### config.mk
export PLATFORM = sky130hd
export DESIGN_NAME = idli_sqi_mem_m_flat
export DESIGN_NICKNAME = d
export VERILOG_FILES = /design/src/rtl/idli_sqi_mem_m_if.sv /design/src/rtl/idli_sqi_mem_m.sv /design/src/flat_wrapper.sv
export SDC_FILE = /design/constraint.sdc
export NUM_CORES = 2
export LEC_CHECK = 0
export BUFFER_PORTS_ARGS = -buffer_cell sky130_fd_sc_hd__buf_2
export CORE_MARGIN = 3
export CORE_UTILIZATION = 45
export DETAILED_ROUTE_END_ITERATION = 6
export PLACE_DENSITY = 0.63
export SYNTH_ARGS = -nofsm -noshare
export SYNTH_HDL_FRONTEND = slang
export SYNTH_SLANG_ARGS = --single-unit
### constraint.sdc
create_clock -name i_sqi_gck -period 7.05 [get_ports i_sqi_gck]
set_input_delay 0 -clock i_sqi_gck [delete_from_list [all_inputs] [get_ports i_sqi_gck]]
set_output_delay 0 -clock i_sqi_gck [all_outputs]
set_load 0.01 [all_outputs]
### src/rtl/idli_sqi_mem_m_if.sv
// SQI bus plus backdoor preload port for the SQI-attached byte memory.
interface idli_sqi_mem_m_if #(
  parameter int ADDR_W = 8
);
  logic              i_sqi_sck;
  logic              i_sqi_cs;
  logic [3:0]        i_sqi_sio;
  logic [3:0]        o_sqi_sio;
  logic              o_sqi_oe;
  logic              i_sqi_ld_en;
  logic [ADDR_W-1:0] i_sqi_ld_addr;
  logic [7:0]        i_sqi_ld_data;
  logic              o_sqi_busy;

  modport master (
    output i_sqi_sck, i_sqi_cs, i_sqi_sio, i_sqi_ld_en, i_sqi_ld_addr, i_sqi_ld_data,
    input  o_sqi_sio, o_sqi_oe, o_sqi_busy
  );

  modport slave (
    input  i_sqi_sck, i_sqi_cs, i_sqi_sio, i_sqi_ld_en, i_sqi_ld_addr, i_sqi_ld_data,
    output o_sqi_sio, o_sqi_oe, o_sqi_busy
  );
endinterface

### src/rtl/idli_sqi_mem_m.sv
// SQI slave memory: 0x02 quad write, 0x03 quad read with 2 dummy nibbles,
// SCK/CS oversampled on i_sqi_gck, backdoor preload while idle.
//
// state     | meaning
// IDLE      | deselected; backdoor writes accepted
// CMD       | collecting 2 command nibbles
// ADDR      | collecting 6 address nibbles
// DUMMY     | skipping 2 dummy rises before read data
// RDATA     | driving read nibbles on SCK falls
// WDATA     | assembling write bytes on SCK rises
// IGNORE    | unknown command, wait for deselect
module idli_sqi_mem_m #(
  parameter int ADDR_W = 8
) (
  input logic              i_sqi_gck,
  input logic              i_sqi_rst,
  idli_sqi_mem_m_if.slave  sqi
);

  typedef enum logic [2:0] {
    ST_IDLE, ST_CMD, ST_ADDR, ST_DUMMY, ST_RDATA, ST_WDATA, ST_IGNORE
  } state_e;

  state_e            state_q, state_d;
  logic              sck_q, sck_qq, cs_q, cs_qq;
  logic [3:0]        sio_q;
  logic [2:0]        cnt_q, cnt_d;
  logic [3:0]        hold_q, hold_d;
  logic              is_rd_q, is_rd_d;
  logic [ADDR_W-1:0] addr_q, addr_d;
  logic [3:0]        dout_q, dout_d;
  logic              nib_lo_q, nib_lo_d;
  logic              wr_en;
  logic [ADDR_W-1:0] wr_addr;
  logic [7:0]        wr_data;
  logic [7:0]        rd_byte;
  logic [7:0]        rx_byte;
  logic              rise, fall, sel, sel_edge;
  logic [7:0]        mem_q [2**ADDR_W];

  always_ff @(posedge i_sqi_gck) begin
    if (i_sqi_rst) begin
      sck_q  <= 1'b0;
      sck_qq <= 1'b0;
      cs_q   <= 1'b1;
      cs_qq  <= 1'b1;
      sio_q  <= '0;
    end else begin
      sck_q  <= sqi.i_sqi_sck;
      sck_qq <= sck_q;
      cs_q   <= sqi.i_sqi_cs;
      cs_qq  <= cs_q;
      sio_q  <= sqi.i_sqi_sio;
    end
  end

  assign rise     = sck_q & ~sck_qq;
  assign fall     = ~sck_q & sck_qq;
  assign sel      = ~cs_q;
  // a CS held low through reset still produces this edge because cs_qq resets high
  assign sel_edge = ~cs_q & cs_qq;
  assign rd_byte  = mem_q[addr_q];
  assign rx_byte  = {hold_q, sio_q};

  always_comb begin
    state_d  = state_q;
    cnt_d    = cnt_q;
    hold_d   = hold_q;
    is_rd_d  = is_rd_q;
    addr_d   = addr_q;
    dout_d   = dout_q;
    nib_lo_d = nib_lo_q;
    wr_en    = 1'b0;
    wr_addr  = addr_q;
    wr_data  = rx_byte;

    if (state_q != ST_IDLE && !sel) begin
      state_d  = ST_IDLE;
      cnt_d    = '0;
      nib_lo_d = 1'b0;
      dout_d   = '0;
    end else begin
      unique case (state_q)
        ST_IDLE: begin
          if (sqi.i_sqi_ld_en) begin
            wr_en   = 1'b1;
            wr_addr = sqi.i_sqi_ld_addr;
            wr_data = sqi.i_sqi_ld_data;
          end
          if (sel_edge) begin
            state_d = ST_CMD;
            cnt_d   = '0;
            hold_d  = '0;
          end
        end
        ST_CMD: begin
          if (rise) begin
            if (cnt_q == 3'd0) begin
              hold_d = sio_q;
              cnt_d  = 3'd1;
            end else begin
              cnt_d  = '0;
              addr_d = '0;
              case (rx_byte)
                8'h03:   begin state_d = ST_ADDR; is_rd_d = 1'b1; end
                8'h02:   begin state_d = ST_ADDR; is_rd_d = 1'b0; end
                default: state_d = ST_IGNORE;
              endcase
            end
          end
        end
        ST_ADDR: begin
          if (rise) begin
            // upper address nibbles simply shift out of the ADDR_W-bit register
            addr_d = ADDR_W'({addr_q, sio_q});
            if (cnt_q == 3'd5) begin
              cnt_d   = '0;
              state_d = is_rd_q ? ST_DUMMY : ST_WDATA;
            end else begin
              cnt_d = cnt_q + 3'd1;
            end
          end
        end
        ST_DUMMY: begin
          if (rise) begin
            if (cnt_q == 3'd1) begin
              cnt_d    = '0;
              state_d  = ST_RDATA;
              nib_lo_d = 1'b0;
              dout_d   = '0;
            end else begin
              cnt_d = cnt_q + 3'd1;
            end
          end
        end
        ST_RDATA: begin
          if (fall) begin
            dout_d   = nib_lo_q ? rd_byte[3:0] : rd_byte[7:4];
            nib_lo_d = ~nib_lo_q;
            if (nib_lo_q) addr_d = addr_q + ADDR_W'(1);
          end
        end
        ST_WDATA: begin
          if (rise) begin
            if (cnt_q == 3'd0) begin
              hold_d = sio_q;
              cnt_d  = 3'd1;
            end else begin
              wr_en  = 1'b1;
              addr_d = addr_q + ADDR_W'(1);
              cnt_d  = '0;
            end
          end
        end
        ST_IGNORE: ;
        default: state_d = ST_IDLE;
      endcase
    end
  end

  always_ff @(posedge i_sqi_gck) begin
    if (i_sqi_rst) begin
      state_q  <= ST_IDLE;
      cnt_q    <= '0;
      hold_q   <= '0;
      is_rd_q  <= 1'b0;
      addr_q   <= '0;
      dout_q   <= '0;
      nib_lo_q <= 1'b0;
    end else begin
      state_q  <= state_d;
      cnt_q    <= cnt_d;
      hold_q   <= hold_d;
      is_rd_q  <= is_rd_d;
      addr_q   <= addr_d;
      dout_q   <= dout_d;
      nib_lo_q <= nib_lo_d;
    end
  end

  // storage is deliberately not reset; reset only blocks writes in its cycle
  always_ff @(posedge i_sqi_gck) begin
    if (!i_sqi_rst && wr_en) mem_q[wr_addr] <= wr_data;
  end

  assign sqi.o_sqi_oe   = (state_q == ST_RDATA);
  assign sqi.o_sqi_sio  = (state_q == ST_RDATA) ? dout_q : 4'h0;
  assign sqi.o_sqi_busy = (state_q != ST_IDLE);

endmodule

### src/flat_wrapper.sv
// flat-port wrapper written by rule: the top's interface ports become plain ports
module idli_sqi_mem_m_flat 
#(
  parameter int ADDR_W = 8
)
  (i_sqi_gck, i_sqi_rst, sqi_i_sqi_sck, sqi_i_sqi_cs, sqi_i_sqi_sio, sqi_i_sqi_ld_en, sqi_i_sqi_ld_addr, sqi_i_sqi_ld_data, sqi_o_sqi_sio, sqi_o_sqi_oe, sqi_o_sqi_busy);
  idli_sqi_mem_m_if #(.ADDR_W(ADDR_W)) sqi_i ();
  input logic i_sqi_gck;
  input logic i_sqi_rst;
  input wire logic [$bits(sqi_i.i_sqi_sck)-1:0] sqi_i_sqi_sck;
  input wire logic [$bits(sqi_i.i_sqi_cs)-1:0] sqi_i_sqi_cs;
  input wire logic [$bits(sqi_i.i_sqi_sio)-1:0] sqi_i_sqi_sio;
  input wire logic [$bits(sqi_i.i_sqi_ld_en)-1:0] sqi_i_sqi_ld_en;
  input wire logic [$bits(sqi_i.i_sqi_ld_addr)-1:0] sqi_i_sqi_ld_addr;
  input wire logic [$bits(sqi_i.i_sqi_ld_data)-1:0] sqi_i_sqi_ld_data;
  output wire logic [$bits(sqi_i.o_sqi_sio)-1:0] sqi_o_sqi_sio;
  output wire logic [$bits(sqi_i.o_sqi_oe)-1:0] sqi_o_sqi_oe;
  output wire logic [$bits(sqi_i.o_sqi_busy)-1:0] sqi_o_sqi_busy;
  assign sqi_i.i_sqi_sck = sqi_i_sqi_sck;
  assign sqi_i.i_sqi_cs = sqi_i_sqi_cs;
  assign sqi_i.i_sqi_sio = sqi_i_sqi_sio;
  assign sqi_i.i_sqi_ld_en = sqi_i_sqi_ld_en;
  assign sqi_i.i_sqi_ld_addr = sqi_i_sqi_ld_addr;
  assign sqi_i.i_sqi_ld_data = sqi_i_sqi_ld_data;
  assign sqi_o_sqi_sio = sqi_i.o_sqi_sio;
  assign sqi_o_sqi_oe = sqi_i.o_sqi_oe;
  assign sqi_o_sqi_busy = sqi_i.o_sqi_busy;
  idli_sqi_mem_m #(.ADDR_W(ADDR_W)) u_core (.i_sqi_gck(i_sqi_gck), .i_sqi_rst(i_sqi_rst), .sqi(sqi_i));
endmodule
Word level (Yosys, flattened, before mapping). Memory sizes are Yosys's and may differ from the RTL's. A register that Yosys moved wholly into a read port is not among the register bits. Cells that the tools add are included.

Bits in writable memories: 2048. Logic and storage cells: 125. Memories kept: 1. Input bits: 25. Output and inout port bits: 6. Register bits: 32.

Mux-type cells: 56. Reduce and logical (&&, ||, !) cells: 21. Bitwise operators: 10. Equal/unequal tests: 23. Add/subtract/negate cells: 2.

Memory list: u_core.mem_q (words 256, bits a word 8, rd ports 1, clocked after Yosys merged registers in 1, wr ports 1, RTL line idli_sqi_mem_m.sv:39) `logic [7:0] mem_q [2**ADDR_W];`.

Operators with widths (number): two-way mux 8 bit (15); two-way mux 3 bit (15); two-way mux 4 bit (8); one-hot mux 8 bit (4 select lines) (1); inequality test 2 x 1 -> 1 bit (second input constant) (11); equality test 8 x 2 -> 1 bit (second input constant) (2); one-hot mux 4 bit (2 select lines) (2); one-hot mux 3 bit (5 select lines) (1); AND reduction 5 bit (3); equality test 3 bit (second input constant) (4); one-hot mux 3 bit (4 select lines) (1); two-way mux 1 bit (10); AND reduction 9 bit (1); adder 8 x 1 -> 8 bit (second input constant) (1); AND reduction 8 bit (1); nonzero test 4 bit (2); inverter 1 bit (7); equality test 3 x 1 -> 1 bit (second input constant) (2); equality test 3 x 2 -> 1 bit (second input constant) (2); logical NOT 3 bit (2); one-hot mux 1 bit (2 select lines) (3); nonzero test 2 bit (3); OR reduction 2 bit (3); inequality test 2 bit (second input constant) (2); 7 further kinds (10).

Longest topological paths before layout.
Depth in word-level cells: 8. Gate-level depth with buffers: 13. Mapped depth without buffers: 8.

Least setup slack after synthesis. Ideal clock, no wire load.

Kind: register -> register. Start: register u_core.state_q[0]. End: memory u_core.mem_q[0][0] (data pin). Data arrival time: 4.565 ns. Required time: 6.227 ns. Buffers on the path: 3. Path slack: 1.663 ns. Library setup time: 0.823 ns. Stages on the path, launching flop included: 8. Period minus slack after synthesis: 5.387 ns. Cells stage by stage: dfxtp_1 -> buf_2 -> nor3_1 -> and2_1 -> buf_2 -> buf_1 -> nand2_1 -> nand2_1.

Cells in the longest elaborated chain, start to end: 3. Elaborated cells between the ends (all ways): 5. Those cells by class: mux: 2; reduce/logical: 3.

RTL lines: start, declared (RTL line idli_sqi_mem_m.sv:24) `state_e state_q, state_d;`; start signal, assigned (RTL line idli_sqi_mem_m.sv:171) `state_q <= state_d;`; logical NOT 3 bit / nonzero test 3 bit (equally long branches) (RTL line idli_sqi_mem_m.sv:83, idli_sqi_mem_m.sv:77); two-way mux 8 bit / logical AND 1 bit (equally long branches) (RTL line idli_sqi_mem_m.sv:83, idli_sqi_mem_m.sv:77); two-way mux 8 bit (*) (RTL line idli_sqi_mem_m.sv:77) `if (state_q != ST_IDLE && !sel) begin`; net u_core.wr_data[0] (RTL line idli_sqi_mem_m.sv:35) `logic [7:0] wr_data;`; end, declared (RTL line idli_sqi_mem_m.sv:39).

Mark *: on every way through the listed nets, which the timed path passes. The rest lies on a longest branch.

Worst setup path after layout.
Start: register u_core.state_q[1]. End: memory u_core.mem_q[60][6] (enable).

Cells in the longest elaborated chain, start to end: 6. Elaborated cells between the ends (all ways): 11. Those cells by class: eq/ne: 1; mux: 6; reduce/logical: 4.

RTL lines: equality test 3 bit (tied with other cells) (RTL line idli_sqi_mem_m.sv:83) `unique case (state_q)`; one-hot mux 1 bit (2 select lines) / logical AND 1 bit (equally long branches) (RTL line idli_sqi_mem_m.sv:83, idli_sqi_mem_m.sv:77); two-way mux 1 bit (RTL line idli_sqi_mem_m.sv:77); logical AND 1 bit (RTL line idli_sqi_mem_m.sv:183) `if (!i_sqi_rst && wr_en) mem_q[wr_addr] <= wr_data;`; two-way mux 1 bit (RTL line idli_sqi_mem_m.sv:183); two-way mux 1 bit (not written as such) (RTL line idli_sqi_mem_m.sv:183).

Several ways; a longest one is shown, not always the timed one.

==> out/metrics.csv <==
metric;value;unit
status;finished clean;
port bufs;30;
mux cell area share after synthesis;0.148;
xor and xnor fraction of the mapped netlist area;0.000320;
simple-gate area share of the yosys netlist;0.0359;
H-tree levels;4;
die width;433;um
Inserted Clock Buffers;202;
via count;42340;
Worst setup EP type;flop;
worst IR drop on VDD;0.000289;V
capturing point of the worst reg2reg path;u_core.mem_q[60][6]$_DFFE_PP_;
Worst Hold Depth;3;
Largest delay share family, worst path;simple AND/OR/NAND/NOR gates;
most frequent cells in the layout;edfxtp_1, mux4_2, nor2_1, mux2i_1, clkbuf_16;
pwr dens;272;nW/um^2
Final TNS setup;0;ns
Final Hold Fails;0;
Hold WC Path Type;in2reg;
DRC viols;0;
Net Count, Synth;4135;
area grow syn2layout;11.1;%
syn_area_per_cell;20.0;sq um
Tot GR Track Use;0.234;
leading cell type in the layout, fill and taps excluded;edfxtp_1;
Post-synth EDFFs;2048;
crit path kind;reg2reg;
Post-synth top flop;edfxtp_1;
row count;156;
final net count;4236;
Cell Area, Synth;82200;sq um
fmax;0.197;GHz
hold endpoint;u_core.mem_q[142][1]$_DFFE_PP_;
final core utilization;0.504;
number of max-cap violations;0;
RePlAce Congestion;0.862;
Chip Height;433;um
fill cell count;14347;
RSZ-0062 raised after global routing;false;
Seq/Total Area, Yosys;0.758;
Worst path slowest cell;and2_1;
R2R Setup Slk;1.97;ns
worst skew pair latency;0.82;ns
CP startpoint;u_core.state_q[1]$_SDFFE_PP0P_;
Wirelength per Cell;32.4;um
CP required;7.49;ns
worst clock skew;0.0304;ns
largest stage delay on the critical path;0.92;ns
initial cell density of the core;0.454;
Reg-to-Reg Start;u_core.state_q[1]$_SDFFE_PP0P_;
Routed WL;219000;um
area of the multi-input gates;18400;sq um
CTS Root Buffer Type;clkbuf_16;
first-pass GRT wire length;314000;um
cells on worst reg2reg path;7;
largest net degree at the start of global routing;177;
antenna violations before repair;5;
CTS tree;done;
FF+latch area;62300;sq um
synth unique cells;82;
Initial DRC Count;5649;
Final Non-Filler Cells;6749;
fin crit share;0.720;
cell count after placement;6356;
Detail Placement HPWL;132000;um
drt via density;6.27;
antenna viol nets, final;0;
WP data arrival;5.52;ns
Slew Limit Fails;0;
endpoints failing setup;0;
Worst Path Max Fanout;29;
Slew @ Worst Pin;1.30;ns
Core ar.;181000;sq um
Synth top area share;0.748;
CP Launch Type;flop;
Hold Crit Start;sqi_i_sqi_ld_data[1];
leading area contributor after synthesis;edfxtp_1;
layout cell share with drive strength beyond 1;0.200;
vias in the first global route;41748;
Slew HR;0.123;
Die Area;188000;sq um
PostCTS Resize Cnt;0;
post-synthesis register bit count;2088;
compound-cell area share of the yosys netlist;0.0383;
Synthesis Warnings;0;
Tmin final;5.08;ns
crit path cell chain;nor3_1 > and2_1 > a31oi_1 > nor2_2 > nand3_1 > buf_4 > nor2_1;
clk buf depth;3;
first-pass detailed-route iteration total;6;
Async S/R FF share, synth;0;
largest family of logic cells by synthesized area;multiplexers;
io pins;31;
GRT overflow;0;
Gate Count Post-Synth;4109;
LEAKAGE;0.0272;uW
cells taking the most area after synthesis;edfxtp_1, mux4_2, mux2i_1;
Sink Count;2088;
Worst-path clk slew;0.06;ns
Post-Synth Adder-Cell Area;0.000152;
Buf+Inv Stages, Crit Path;1;
## synthesized netlist by cell type (5+ instances only)
| library cell | n |
|---|---|
| buf_12 | 6 |
| nand2_1 | 133 |
| a211o_1 | 8 |
| dfxtp_1 | 40 |
| nor2_1 | 315 |
| buf_2 | 45 |
| mux4_2 | 422 |
| o21ai_0 | 50 |
| nor2b_1 | 29 |
| a22o_1 | 13 |
| nor4_1 | 7 |
| inv_1 | 10 |
| a22oi_1 | 52 |
| mux2i_1 | 206 |
| nand2b_1 | 13 |
| nor3_1 | 38 |
| or3_1 | 7 |
| mux4_1 | 15 |
| buf_6 | 47 |
| or2_2 | 5 |
| clkbuf_1 | 110 |
| and2_1 | 15 |
| a211oi_1 | 27 |
| a21oi_1 | 76 |
| buf_4 | 18 |
| a31oi_1 | 9 |
| o31ai_1 | 9 |
| buf_1 | 13 |
| a32oi_1 | 6 |
| o211ai_1 | 9 |
| a221oi_1 | 11 |
| mux2_2 | 19 |
| or4_1 | 6 |
| o32ai_1 | 6 |
| nand3b_1 | 18 |
| nand3_1 | 53 |
| o221ai_1 | 69 |
| edfxtp_1 | 2048 |
| o22ai_1 | 46 |
## worst register-to-register path, stage by stage, from the launching register on
cell and delay (ns):
dfxtp_1 0.42, nor3_1 0.61, and2_1 0.92, a31oi_1 0.12, nor2_2 0.61, nand3_1 0.85
buf_4 0.54, nor2_1 0.64
## cells by family after synthesis
family	count (synthesis)
flops	2088
mux	662
simple gates	660
compound gates	440
buf+inv	255
xor+xnor	3
fa+ha+maj	1
## how the worst max path moves through the flow
stage,endpoint,slack [ns],cells past startpoint
floorplan,u_core.mem_q[0][0]$_DFFE_PP_,1.66,7
global placement,u_core.mem_q[177][2]$_DFFE_PP_,2.23,7
detailed placement,u_core.mem_q[60][6]$_DFFE_PP_,2.10,7
CTS,u_core.mem_q[124][4]$_DFFE_PP_,2.08,7
global route,u_core.mem_q[124][0]$_DFFE_PP_,1.83,7
finish,u_core.mem_q[60][6]$_DFFE_PP_,1.97,7
## state kept, by name, summed over array words and instances, names as in the netlist, named ones only
name / cells
u_core.mem_q: 2048
u_core.addr_q: 8
u_core.dout_q: 4
u_core.hold_q: 4
u_core.sio_q: 4
u_core.cnt_q: 3
u_core.state_q: 3
u_core.cs_q: 1
u_core.cs_qq: 1
u_core.is_rd_q: 1
u_core.nib_lo_q: 1
u_core.sck_q: 1
u_core.sck_qq: 1
## through the flow
stage / cell area, sq um / hold WS (ns) / worst slack, ns / total power, uW
2_1_floorplan: 82200 / 0.0716 / 1.66 / 14600
3_3_place_gp: 84900 / 0.186 / 2.23 / 14900
3_5_place_dp: 84900 / 0.188 / 2.10 / 14900
4_1_cts: 91300 / 0.0650 / 2.08 / 25000
5_1_grt: 91300 / 0.112 / 1.83 / 25600
6_report: 91300 / 0.127 / 1.97 / 24900
## repair_timing
action / CTS / global route
setup buffers: 0 / 0
hold buffers: 20 / 0
hold endpoints to repair: 42 / 0
## cell type report
cell class,count,share of cell area
antenna,1,0.0000274
clock buffer,252,0.0577
tap,2370,0.0325
timing repair buffer,141,0.0143
clock inverter,120,0.0103
sequential,2088,0.683
multi-input combinational,1766,0.202
inverter,11,0.000507
## power by group
| group | total [uW] | leakage [uW] | switching (uW) | internal [uW] |
|---|---|---|---|---|
| logic | 808 | 0.00521 | 652 | 156 |
| clock network | 10200 | 0.00302 | 4580 | 5640 |
| registers | 13800 | 0.0190 | 13.2 | 13800 |
## routing by layer
layer | wire, um | share of wire | up-vias | GRT usage
li1 | - | - | 17249 | -
met1 | 88000 | 0.40 | 22394 | 0.336
met2 | 103000 | 0.47 | 2352 | 0.361
met3 | 21500 | 0.098 | 345 | 0.0525
met4 | 6630 | 0.030 | 0 | 0.0678
met5 | 0 | 0 | - | 0
Power figures use the tool's default switching activity.
